--- src/rtl/tx_cfg_sched.sv ---
// Shadow/active coefficient bank for the TX mixer array with frame-aligned
// atomic commit (timeout fallback) and sticky mixer error collection.
module tx_cfg_sched #(
  parameter int unsigned CHANNEL  = 8,
  parameter int unsigned FREQ_NUM = 6,
  parameter int unsigned MIX_NUM  = 3,
  parameter int unsigned sita_w   = 16,
  parameter int unsigned TIMEOUT  = 4096
) (
  input  logic                               clk1,
  input  logic                               rst,
  input  logic                               wr_en,
  output logic                               wr_ready,
  input  logic [7:0]                         wr_addr,
  input  logic [2*sita_w+3:0]                wr_data,
  input  logic [7:0]                         rd_addr,
  output logic [2*sita_w+3:0]                rd_data,
  input  logic                               commit_req,
  input  logic                               iqpcm_valid,
  output logic                               busy,
  output logic                               commit_done,
  output logic                               commit_tmo,
  output logic                               cfg_err,
  output logic [sita_w*MIX_NUM*CHANNEL-1:0]  cos_sita,
  output logic [sita_w*MIX_NUM*CHANNEL-1:0]  sin_sita,
  output logic [4*MIX_NUM*CHANNEL-1:0]       choose,
  input  logic [CHANNEL-1:0]                 err,
  input  logic                               clr_req,
  input  logic [CHANNEL-1:0]                 clr_mask,
  output logic [CHANNEL-1:0]                 err_clr,
  output logic [CHANNEL-1:0]                 err_status,
  output logic                               err_irq
);

  localparam int unsigned ENTRIES = CHANNEL * MIX_NUM;
  localparam int unsigned DW      = 2 * sita_w + 4;
  localparam int unsigned AW      = (ENTRIES > 1) ? $clog2(ENTRIES) : 1;
  localparam int unsigned CW      = (TIMEOUT > 1) ? $clog2(TIMEOUT) : 1;

  typedef enum logic [1:0] {
    S_IDLE,
    S_ARMED,
    S_APPLY
  } state_t;

  state_t          r_state;
  logic [CW-1:0]   r_cnt;
  logic            r_tmo;
  logic [DW-1:0]   r_shadow [ENTRIES];
  logic [DW-1:0]   r_active [ENTRIES];

  logic            w_wr_hit;
  logic            w_addr_ok;
  logic            w_sel_ok;
  logic            w_wr_ok;
  logic            w_wr_bad;
  logic [AW-1:0]   w_wr_idx;
  logic [AW-1:0]   w_rd_idx;

  // wr_ready is high exactly in IDLE, so it doubles as the write gate
  assign w_wr_hit  = wr_en & wr_ready;
  assign w_addr_ok = (wr_addr < 8'(ENTRIES));
  assign w_sel_ok  = (wr_data[DW-1 -: 4] < 4'(FREQ_NUM));
  assign w_wr_ok   = w_wr_hit & w_addr_ok & w_sel_ok;
  assign w_wr_bad  = w_wr_hit & ~(w_addr_ok & w_sel_ok);
  assign w_wr_idx  = wr_addr[AW-1:0];
  assign w_rd_idx  = rd_addr[AW-1:0];

  // Shadow write shares the IDLE edge with commit_req, so the write is
  // already in the shadow by the time APPLY copies it.
  always_ff @(posedge clk1 or negedge rst) begin
    if (!rst) begin
      r_state     <= S_IDLE;
      r_cnt       <= '0;
      r_tmo       <= 1'b0;
      wr_ready    <= 1'b1;
      busy        <= 1'b0;
      commit_done <= 1'b0;
      commit_tmo  <= 1'b0;
      for (int unsigned e = 0; e < ENTRIES; e++) begin
        r_shadow[e] <= '0;
        r_active[e] <= '0;
      end
    end else begin
      commit_done <= 1'b0;
      if (w_wr_ok) begin
        r_shadow[w_wr_idx] <= wr_data;
      end
      case (r_state)
        S_IDLE: begin
          if (commit_req) begin
            r_state  <= S_ARMED;
            r_cnt    <= '0;
            wr_ready <= 1'b0;
            busy     <= 1'b1;
          end
        end
        S_ARMED: begin
          if (iqpcm_valid) begin
            r_state <= S_APPLY;
            r_tmo   <= 1'b0;
          end else if (r_cnt == CW'(TIMEOUT - 1)) begin
            r_state <= S_APPLY;
            r_tmo   <= 1'b1;
          end else begin
            r_cnt <= r_cnt + 1'b1;
          end
        end
        S_APPLY: begin
          for (int unsigned e = 0; e < ENTRIES; e++) begin
            r_active[e] <= r_shadow[e];
          end
          commit_done <= 1'b1;
          commit_tmo  <= r_tmo;
          r_state     <= S_IDLE;
          wr_ready    <= 1'b1;
          busy        <= 1'b0;
        end
        default: begin
          r_state  <= S_IDLE;
          wr_ready <= 1'b1;
          busy     <= 1'b0;
        end
      endcase
    end
  end

  always_ff @(posedge clk1 or negedge rst) begin
    if (!rst) begin
      rd_data <= '0;
    end else if (rd_addr < 8'(ENTRIES)) begin
      rd_data <= r_active[w_rd_idx];
    end else begin
      rd_data <= '0;
    end
  end

  // A rejected write in the same cycle as clr_req keeps cfg_err set
  always_ff @(posedge clk1 or negedge rst) begin
    if (!rst) begin
      cfg_err    <= 1'b0;
      err_clr    <= '0;
      err_status <= '0;
      err_irq    <= 1'b0;
    end else begin
      if (w_wr_bad) begin
        cfg_err <= 1'b1;
      end else if (clr_req) begin
        cfg_err <= 1'b0;
      end
      err_clr    <= clr_req ? clr_mask : '0;
      err_status <= (err_status & ~(clr_req ? clr_mask : '0)) | err;
      err_irq    <= |err_status;
    end
  end

  always_comb begin
    cos_sita = '0;
    sin_sita = '0;
    choose   = '0;
    for (int unsigned e = 0; e < ENTRIES; e++) begin
      cos_sita[sita_w*e +: sita_w] = r_active[e][sita_w-1:0];
      sin_sita[sita_w*e +: sita_w] = r_active[e][2*sita_w-1:sita_w];
      choose[4*e +: 4]             = r_active[e][DW-1 -: 4];
    end
  end

endmodule

--- config.mk ---
export PLATFORM = sky130hd
export DESIGN_NAME = tx_cfg_sched
export DESIGN_NICKNAME = d
export VERILOG_FILES = /design/src/rtl/tx_cfg_sched.sv
export SDC_FILE = /design/constraint.sdc
export NUM_CORES = 2
export LEC_CHECK = 0
export CAP_MARGIN = 20
export CELL_PAD_IN_SITES_DETAIL_PLACEMENT = 1
export CELL_PAD_IN_SITES_GLOBAL_PLACEMENT = 2
export CORE_MARGIN = 5
export CORE_UTILIZATION = 43
export DETAILED_ROUTE_END_ITERATION = 10
export PLACE_DENSITY = 0.81
export SKIP_CTS_REPAIR_TIMING = 1
export SLEW_MARGIN = 20
export SYNTH_ARGS = -nofsm -noshare
export SYNTH_HDL_FRONTEND = slang
export SYNTH_SLANG_ARGS = --single-unit
--- constraint.sdc ---
create_clock -name clk1 -period 7.1 [get_ports clk1]
set_clock_uncertainty 0.15 [all_clocks]
set_input_delay 1.775 -clock clk1 [delete_from_list [all_inputs] [get_ports clk1]]
set_output_delay 1.775 -clock clk1 [all_outputs]
set_load 0.03 [all_outputs]
-- Word level (Yosys, flattened, before mapping)
Cells that the tools add are included.
- memories kept: 0
- latch bits: 0
- register bits after elaboration: 1801
- output and inout port bits: 922
- memory bits (writable): 0
- bits in read-only memories: 0
- logic and storage cells: 121
- input bits: 74
- multiplexer cells: 25
- add/subtract/negate cells: 1
- order comparisons: 6
- eq/ne operators: 7
- bitwise operators: 12
- multipliers: 0
- reduce and logical (&&, ||, !) cells: 10
- div/mod/pow operators: 0
- shift-type cells: 0
- operators with widths (cell ; count):
    $bwmux 864 ; 1
    $bmux 36 s5 ; 1
    $demux 36 s5 ; 1
    $mux 36 ; 4
    $mux 12 ; 3
    $pmux 12 s2 ; 1
    $lt 8x5->1 const B ; 2
    $add 12x1->12 const B ; 1
    $eq 12x12->1 const B ; 1
    $ge 6x6->1 const B ; 2
    $not 5->6 ; 2
    $and 8x8->8 ; 1
    $mux 8 ; 1
    $not 8->8 ; 1
    $or 8x8->8 ; 1
    $reduce_or 8->1 ; 1
    $mux 1 ; 7
    $lt 6x1->1 const B ; 1
    $mux 2 ; 3
    $ne 2x2->1 const B ; 3
    $reduce_and 2->1 ; 3
    $reduce_bool 2->1 ; 3
    $and 1x1->1 ; 5
    $lt 4x3->1 const B ; 1
    other kinds (9) ; 11

-- Depth between registers and ports, before layout
- depth after elaboration: 6
- gate-level depth with buffers: 8
- mapped depth without buffers: 5

-- Least setup slack after synthesis
No wires, ideal clock.
- kind: in2reg
- start point: input rd_addr[0]
- end point: register rd_data[10]
- setup slack: 3219 ps
- stages: 6
- setup time: 124 ps
- path buffers: 3
- required time: 6826 ps
- arrival: 3607 ps
- cell sequence: buf_2 buf_2 buf_1 mux4_2 a22o_1 a211o_1
- longest elaborated chain between the ends: 5
- elaborated cells on any way between the ends: 6
- classes of those cells: order compare (1); mux (4); bitwise (1)
- RTL lines (item ; line ; text):
    start: declaration ; 16 ; input logic [7:0] rd_addr,
    $not 5->6 (not written as such) ; 132 ; rd_data <= r_active[w_rd_idx];
    $bmux 36 s5 ; 132 ;
    $mux 36 (not written as such) (2 in a row) ; 132 ;
    $mux 36 (*) ; 131 ; end else if (rd_addr < 8'(ENTRIES)) begin
    end signal: assignment ; 132 ;
    end: declaration ; 17 ; output logic [2*sita_w+3:0] rd_data,
Mark *: on every way between the ends. The rest lies on a longest branch, timed or not. The select of a mux whose other input is x is not followed.
A chain may end at the register's enable or synchronous reset.

-- Worst setup path in the final report
- start point: input wr_addr[7]
- end point: register r_shadow[132] (netlist name)
- longest elaborated chain between the ends: 3
- RTL lines (item ; line ; text):
    start: declaration ; 14 ; input logic [7:0] wr_addr,
    $lt 8x5->1 ; 62 ; assign w_addr_ok = (wr_addr < 8'(ENTRIES));
    $and 1x1->1 (2 in a row) ; 64 ; assign w_wr_ok = w_wr_hit & w_addr_ok & w_sel_ok;
    end signal: indexed assignment ; 87 ; r_shadow[w_wr_idx] <= wr_data;
    end: declaration ; 49 ; logic [DW-1:0] r_shadow [ENTRIES];
No other way between the ends.

==> summary.txt <==
Final setup fails: 0
# port buffers: 995
Synth async-reset ratio: 1.000
P_leak: 44.65 nW
DRT iter0 DRCs: 2800
Vias in the first global route: 48720
Drt wl/cell: 33.10 µm
Insertion delay to the later sink of the worst-skew pair: 820 ps
CP peak stage delay: 770 ps
GPL Wtd Cong: 0.8788
Top FF cell, synth: dfrtp_1
CP max-delay cell: nor2_8
Multi-input logic area: 0.02699 mm²
Worst r2r src: wr_ready$_DFFE_PN1P_
Die ar.: 0.1796 mm²
Die height: 423.8 µm
FF-to-FF path depth: 5
Sequential-to-total area share from yosys stat: 0.6122
CP Depth: 6
Synth Warn #: 0
Critical setup path kind: input port to flip-flop
Area growth syn-to-layout: 25.53%
Relative slew slack: 0.2731
Most frequent cells in the layout: 1800 x dfrtp_1, 1683 x mux2_2, 980 x clkdlybuf4s50_1, 197 x clkbuf_16, 146 x mux4_2
Drt drc: 0
Syn avg cell area: 16.17 µm²
Pwr dens: 249.6 mW/mm²
Hold Fails Final Rpt: 0
Switch share: 0.2475
Worst vdd ir: 231.2 µV
WP data arrival: 5080 ps
Synthesized area: 0.07362 mm²
Rows: 151
Sequential fraction of design power: 0.462
Setup TNS: 0 ps
Psw: 5.710 mW
# nets final: 5582
Startpoint types: input port
Dpl hpwl: 183200 µm
TritonCTS Buffers: 193
CORE AREA: 0.1698 mm²
Drt first pass iters: 5
Yosys reg bits: 1801
Distinct cells, synth: 58
Critical Path End Type: flip-flop
CP Buf/Inv Count: 2
Crit-path leading delay family: simple AND/OR/NAND/NOR gates
Initial antenna violation count: 5
Finished Cell Area: 0.09241 mm²
Status: finished clean
CP endpoint: r_shadow[132]$_DFFE_PN0P_
Crit path from: wr_addr[7]
Min-delay worst type: flip-flop to flip-flop
Fin cells: 7881
Utilization after layout: 0.5441
Fillers: 15880
Syn nets: 4627
Unrepaired setup endpoints after global routing: false
EDFF count, synth: 0
Commonest non-fill, non-tap cell in the layout: dfrtp_1
Source of the worst hold timing path: r_shadow[712]$_DFFE_PN0P_
Max Clk Rate: 0.2198 GHz
Worst hold margin: 330.0 ps
CP max FO: 32
Slew @ Worst Pin: 1090 ps
Via count: 45210
Max Buffers Root-to-Sink: 3
H-tree depth: 4
Clk root buf: clkbuf_16
Dpl cell area: 0.08594 mm²
Layout cells sized above 1: 0.4224
Worst Path Required: 7630 ps
Tmin final: 4550 ps
R2R Path End: r_shadow[744]$_DFFE_PN0P_
Sink Count: 1801
Gr ovfl total: 0
Register-to-Register Setup Slack: 3810 ps
Routed Antenna Nets: 0
Reg area: 0.04507 mm²
First-pass GRT wire length: 373500 µm
Cells after DPL: 7530
Initial Utilization: 0.4334
CTS tree: yes
Die X: 423.8 µm
Gr usage total: 0.2864
Post-Syn Instances: 4552
Hold depth: 1
Final wirelength: 260900 µm
Total of max-cap violations: 0
Final period util: 0.6408
Largest net degree at the start of global routing: 164
Io pins: 996
Clock group share of total power: 0.445
Combinational cell fraction of total power: 0.093
Final Max Slew Viols: 0
Internal Pwr Total: 17.36 mW
Clock-pin slew on the worst setup and hold paths: 60 ps
CP Cell Sequence: clkdlybuf4s50_1 -> or4_4 -> or3_1 -> nor2_8 -> buf_4 -> mux2_4
Vias/cell: 5.737
## registers in the layout, summed over array words and instances, names as in the netlist
register	count
r_shadow	864
cos_sita	384
sin_sita	384
choose	96
rd_data	36
r_cnt	12
err_clr	8
err_status	8
r_state	2
busy	1
cfg_err	1
commit_done	1
commit_tmo	1
err_irq	1
r_tmo	1
wr_ready	1
## final cells by class
type	count	area share
well taps	2218	0.03003
diodes	3	0.00008123
clock inverters	53	0.007027
clock buffers	295	0.06296
flip-flops and latches	1801	0.4877
multi-input cells	2387	0.2920
repair buffers	1109	0.1196
inverters	15	0.0006093
## stage by stage
step	total power [mW]	setup slack [ps]
6_report	23.07	2550
5_1_grt	23.88	2543
4_1_cts	23.31	2640
3_5_place_dp	13.02	1764
3_3_place_gp	12.98	1798
2_1_floorplan	11.95	3219
## synth_stat cells (8+ instances only)
| master | number | share of area |
|---|---|---|
| nand2_1 | 25 | 0.0013 |
| a211o_1 | 35 | 0.0042 |
| a21oi_1 | 40 | 0.0027 |
| buf_2 | 51 | 0.0035 |
| mux2_4 | 87 | 0.018 |
| mux4_2 | 146 | 0.045 |
| a21o_1 | 9 | 0.00092 |
| o21ai_0 | 31 | 0.0021 |
| a22o_1 | 74 | 0.0088 |
| buf_6 | 11 | 0.0017 |
| dfrtp_1 | 1800 | 0.61 |
| mux2i_1 | 14 | 0.0019 |
| and2_1 | 10 | 0.00085 |
| buf_1 | 29 | 0.0015 |
| clkbuf_1 | 246 | 0.013 |
| nor3_1 | 11 | 0.00075 |
| nor2b_1 | 20 | 0.0017 |
| buf_12 | 9 | 0.0024 |
| mux2_2 | 1683 | 0.26 |
| nand2b_1 | 8 | 0.00068 |
| o22ai_1 | 85 | 0.0072 |
| o221ai_1 | 23 | 0.0027 |
| nor2_1 | 13 | 0.00066 |
| inv_1 | 14 | 0.00071 |
## power by group through the flow
stage	sequential [mW]	combinational [mW]	clock [mW]
after floorplan	11.0	0.916	0
after global placement	10.8	2.15	0
after detailed placement	10.8	2.17	0
after CTS	10.7	2.18	10.5
after global routing	10.7	2.26	10.9
final	10.7	2.15	10.3
## worst min path at each step
| stage | endpoint |
|---|---|
| global route | r_shadow[755]$_DFFE_PN0P_ |
| global placement | r_shadow[48]$_DFFE_PN0P_ |
| floorplan | r_shadow[179]$_DFFE_PN0P_ |
| detailed placement | r_shadow[755]$_DFFE_PN0P_ |
| CTS | r_shadow[755]$_DFFE_PN0P_ |
| finish | sin_sita[76]$_DFFE_PN0P_ |
## worst register-to-register path: cells and delay by family (launching register included)
family | cells | cell delay (ps)
buffers and inverters | 1 | 580
flip-flops | 1 | 660
multiplexers | 1 | 360
AND/OR/NAND/NOR | 3 | 1430
## metal layers
layer,vias up,global-route usage,part of all wire
met2,1252,0.4517,0.47
met4,4,0.1565,0.067
met5,-,0,0.000077
met3,453,0.05353,0.048
met1,24980,0.3766,0.42
li1,18530,-,-
## cells by family after synthesis
group                      after synthesis  share of synthesized area
muxes                                 1935                     0.3225
DFF                                   1801                     0.6122
buffers and inverters                  364                    0.02269
AOI/OAI and AO/OA                      311                    0.03017
and+or+nand+nor                        139                    0.01213
xor gates and xnor gates                 1                  0.0001190
adders and majority gates                1                  0.0001699
Power figures use the tool's default switching activity.
